`src/rtl/pingpong_pkg.sv`:
```
// Shared definitions for the ping-pong sample memory write controller and its reader.
// Holds the writer state encoding and the bank/address geometry constants.
package pingpong_pkg;

  localparam int IDX_BITS  = 7;
  localparam int DATA_BITS = 8;
  localparam int DEPTH     = 2 ** IDX_BITS;
  localparam int ADDR_W    = IDX_BITS + 1;

  typedef enum logic {
    IDLE = 1'b0,
    FILL = 1'b1
  } wr_state_t;

endpackage

```
`src/rtl/wrap_counter.sv`:
```
// Free-running index counter with synchronous active-low clear and enable.
// at_max flags the last index so the owner knows the next increment wraps to zero.
module wrap_counter #(
  parameter int W = 7
) (
  input  logic         clk,
  input  logic         clear_n,
  input  logic         en,
  output logic [W-1:0] count,
  output logic         at_max
);

  always_ff @(posedge clk) begin
    if (!clear_n) begin
      count <= '0;
    end else if (en) begin
      count <= count + 1'b1;
    end
  end

  assign at_max = (count == {W{1'b1}});

endmodule

```
`src/rtl/pingpong_wr_ctrl.sv`:
```
// Write-side controller filling two alternating memory banks from a valid/ready stream.
// Define STALL_CNT_EN to add a saturating stall_cnt output counting refused samples.
module pingpong_wr_ctrl
  import pingpong_pkg::*;
#(
  parameter int DATA_W = DATA_BITS,
  parameter int IDX_W  = IDX_BITS
) (
  input  logic              m_clk,
  input  logic              reset,
  input  logic              in_valid,
  input  logic [DATA_W-1:0] in_data,
  output logic              in_ready,
  output logic              wr_en,
  output logic [IDX_W:0]    wr_addr,
  output logic [DATA_W-1:0] wr_data,
  input  logic              rel_valid,
  output logic [1:0]        bank_full,
  output logic              rd_bank
`ifdef STALL_CNT_EN
  ,
  output logic [15:0]       stall_cnt
`endif
);

  wr_state_t        state;
  wr_state_t        state_next;
  logic [IDX_W-1:0] idx;
  logic             idx_at_max;
  logic             wr_bank;
  logic             transfer;
  logic             commit;
  logic             release_bank;
  logic [1:0]       bank_full_next;

  assign in_ready     = (state == FILL);
  assign transfer     = in_valid & in_ready;
  assign commit       = transfer & idx_at_max;
  assign release_bank = rel_valid & bank_full[rd_bank];

  wrap_counter #(
    .W(IDX_W)
  ) u_idx (
    .clk    (m_clk),
    .clear_n(reset),
    .en     (transfer),
    .count  (idx),
    .at_max (idx_at_max)
  );

  // Commit and release always target different banks, so both edits can be merged.
  always_comb begin
    state_next     = state;
    bank_full_next = bank_full;
    case (state)
      IDLE: if (!bank_full[wr_bank]) state_next = FILL;
      FILL: if (commit) state_next = IDLE;
      default: state_next = IDLE;
    endcase
    if (release_bank) bank_full_next[rd_bank] = 1'b0;
    if (commit)       bank_full_next[wr_bank] = 1'b1;
  end

  always_ff @(posedge m_clk) begin
    if (!reset) begin
      state     <= IDLE;
      wr_bank   <= 1'b0;
      rd_bank   <= 1'b0;
      bank_full <= 2'b00;
      wr_en     <= 1'b0;
      wr_addr   <= '0;
      wr_data   <= '0;
    end else begin
      state     <= state_next;
      bank_full <= bank_full_next;
      wr_en     <= transfer;
      if (transfer) begin
        wr_addr <= {wr_bank, idx};
        wr_data <= in_data;
      end
      if (commit)       wr_bank <= ~wr_bank;
      if (release_bank) rd_bank <= ~rd_bank;
    end
  end

`ifdef STALL_CNT_EN
  // Refused samples only; the count sticks at all-ones rather than wrapping.
  always_ff @(posedge m_clk) begin
    if (!reset) begin
      stall_cnt <= '0;
    end else if (in_valid && !in_ready && (stall_cnt != 16'hFFFF)) begin
      stall_cnt <= stall_cnt + 16'd1;
    end
  end
`endif

endmodule
```
`config.mk`:
```
export PLATFORM = sky130hd
export DESIGN_NAME = pingpong_wr_ctrl
export DESIGN_NICKNAME = d
export VERILOG_FILES = /design/src/rtl/pingpong_pkg.sv /design/src/rtl/wrap_counter.sv /design/src/rtl/pingpong_wr_ctrl.sv
export SDC_FILE = /design/constraint.sdc
export NUM_CORES = 1
export LEC_CHECK = 0
export CAP_MARGIN = 20
export CORE_MARGIN = 4
export CORE_UTILIZATION = 40
export CTS_CLUSTER_SIZE = 30
export DETAILED_ROUTE_END_ITERATION = 6
export PLACE_DENSITY_LB_ADDON = 0.08
export REMOVE_ABC_BUFFERS = 1
export SYNTH_ARGS = -nofsm -noshare
export SYNTH_HDL_FRONTEND = slang
export SYNTH_SLANG_ARGS = --single-unit
```
`constraint.sdc`:
```
create_clock -name m_clk -period 2.01 [get_ports m_clk]
set_input_delay 0.201 -clock m_clk [delete_from_list [all_inputs] [get_ports m_clk]]
set_output_delay 0.201 -clock m_clk [all_outputs]
set_load 0.005 [all_outputs]
```
==> out/metrics.cfg <==
[timing]
hold_ws_ns=0.435
worst_pin_slew_ns=0.231
setup_tns_ns=0
setup_viol=0
finalMaxSlewViolations=0
fin_crit_ns=1.50
fin_ws_ns=0.509
post-route-period-util=0.747
max_freq_mhz=666
hold_viol_final=0
slew_headroom=0.845
fin_worst_skew_ns=0.00498
rsz0062_at_grt=no

[critical_path]
cp-start-kind=flip-flop
critPathKind=reg2out
endpoint_kind=output pin
cp_slowest_cell=clkdlybuf4s50_1
path_max_fanout=7
worst-path-stages=1
worstPathCellList=clkdlybuf4s50_1
r2r_slack_ns=0.61
slowest_delay_ns=0.54
cp.required_ns=1.81
worst-r2r-cell-count=4
critPathArrivalTime_ns=1.30
cp_top_family=buffers and inverters
cp_num_buf_inv=1

[floorplanning]
rows=18
die_height_um=60.0
fp.dieW_um=60.0
initial_core_util=0.428
ioPinCount=33
dieArea_um2=3590
core_region_area_um2=2520

[final_layout]
fillers=260
drive_above_1_share=0.0667
areaGrowthSynthToFinish_pct=37.0
seq_area_um2=581
finalNetCount=177
final_cell_area_um2=1480
multi_input_area_um2=462
antenna_cells=0

[power_and_ir_drop]
leakagePower_uw=0.000504
power_density_nw_per_um2=677
pwr-share-comb=0.086
p_total_uw=1000
ir_drop_mv=0.456
p_sw_uw=227
seqPwrFrac=0.595
pwr-share-clk=0.319
internal-power_uw=774
switching_share=0.227

[synthesis]
yosys_warnings=0
synthesis.instances=128
syn_avg_cell_area_um2=8.44
yosys-top-cells-count=38 x nand2_1, 29 x dfxtp_1, 22 x a21oi_1
yosysSeqAreaShare=0.538
syn_area_um2=1080
synthTopCellsByArea=dfxtp_1 54%, nand2_1 13%, a21oi_1 10%
async_flop_share=0
yosys.area.top_type=dfxtp_1
ys_types=28
synth.ff_latch_count=29
yosysTopAreaCellShare=0.538
synth_edf_count=0
synth.most_common_cell=nand2_1
synthFlopType=dfxtp_1

[detailed_routing]
drc_errors=0
vias=994
dr.pass1.iters=4
wl_um=2280
routed_via_density=5.10
wire_per_inst_um=11.7
antenna_left=0
drt_iter0_drc=32

[placed_design]
io_buffers=32
dp.final_hpwl_um=1660
place.gp.congestion=0.775
placed_cell_area_um2=1430
place_ws_ns=0.486

[grt]
grt_pass1_wl_um=3910
grt_remaining_overflow=0
antenna_found_initial=0
track_usage=0.144
grt_pass1_vias=944
grt_max_degree=21

[clock_tree]
cts_resized=0
clk_latency_ns=0.31
cts_tree=yes
clock_sinks=29
cts_buffer_depth=2
clkTransAtPathRegs_ns=0.08
hold_buffers=0
cts_made_buffers=5
cts_max_level=2
cts-root-buf=clkbuf_4
cts_setup_buffers=0

[worst_hold_path]
holdPathStages=3
hold_path.class=in2reg

[flow_run]
cap_viol_max_count=0

[run_status]
outcome=finished, final reports clean

## per-stage QoR
step / std cells / util
final: 195 / 0.586
after global routing: 195 / 0.586
after CTS: 195 / 0.586
after detailed placement: 187 / 0.567
after global placement: 187 / 0.567
after floorplan: 122 / -
## logic make-up after synthesis
family,after synthesis,synth area share
simple gates,54,0.221
compound gates,33,0.169
flops,29,0.538
buf+inv,8,0.0347
xor+xnor,2,0.0162
mux,1,0.00927
fa+ha+maj,1,0.0116
## metal layers
layer	part of all wire	vias up	global-route usage
met3	0.068	5	0.0540
li1	-	506	-
met1	0.43	456	0.168
met4	0.011	0	0.0570
met2	0.49	27	0.236
met5	0	-	0
## flip-flops by register name, indices dropped and copies added (netlist names)
name,flops
wr_data,8
in_ready,1
bank_full,2
wr_en,1
wr_bank,1
u_idx.count,7
wr_addr,8
rd_bank,1
## power by group through the flow
stage / Sequential, uW / Combinational (uW) / Clock [uW]
2_1_floorplan: 609 / 29.1 / 0
3_3_place_gp: 608 / 86.1 / 0
3_5_place_dp: 609 / 88.0 / 0
4_1_cts: 595 / 88.4 / 335
5_1_grt: 598 / 96.5 / 366
6_report: 595 / 86.5 / 319
## final timing paths
path / start / to
worst min-delay path: in_data[0] / wr_data[0]
worst min register to register: wr_data[7] / wr_data[7]
worst max register to register: u_idx.count[0] / bank_full[0]
worst max-delay path: in_ready / in_ready
## layout by cell type, fill, tap and decap left out, types with 3 or more instances in the layout
master and count:
buf_4 3, a21oi_1 22, clkbuf_4 5, o21ai_0 5, clkbuf_1 3, nand2_1 38, or3_1 3, nor2_1 4
nand3_1 4, clkdlybuf4s50_1 32, dfxtp_1 29
## worst min-delay path: stages
cell             delay (ns)
clkdlybuf4s50_1        0.39
nand2_1                0.05
a21oi_1                0.05
## final cells by class
class | instances | area share
repair buffers | 35 | 0.232
multi-input cells | 91 | 0.312
inverters | 2 | 0.00508
clock buffers | 8 | 0.0330
flip-flops and latches | 29 | 0.393
well taps | 30 | 0.0254
(Power assumes the default switching activity.)
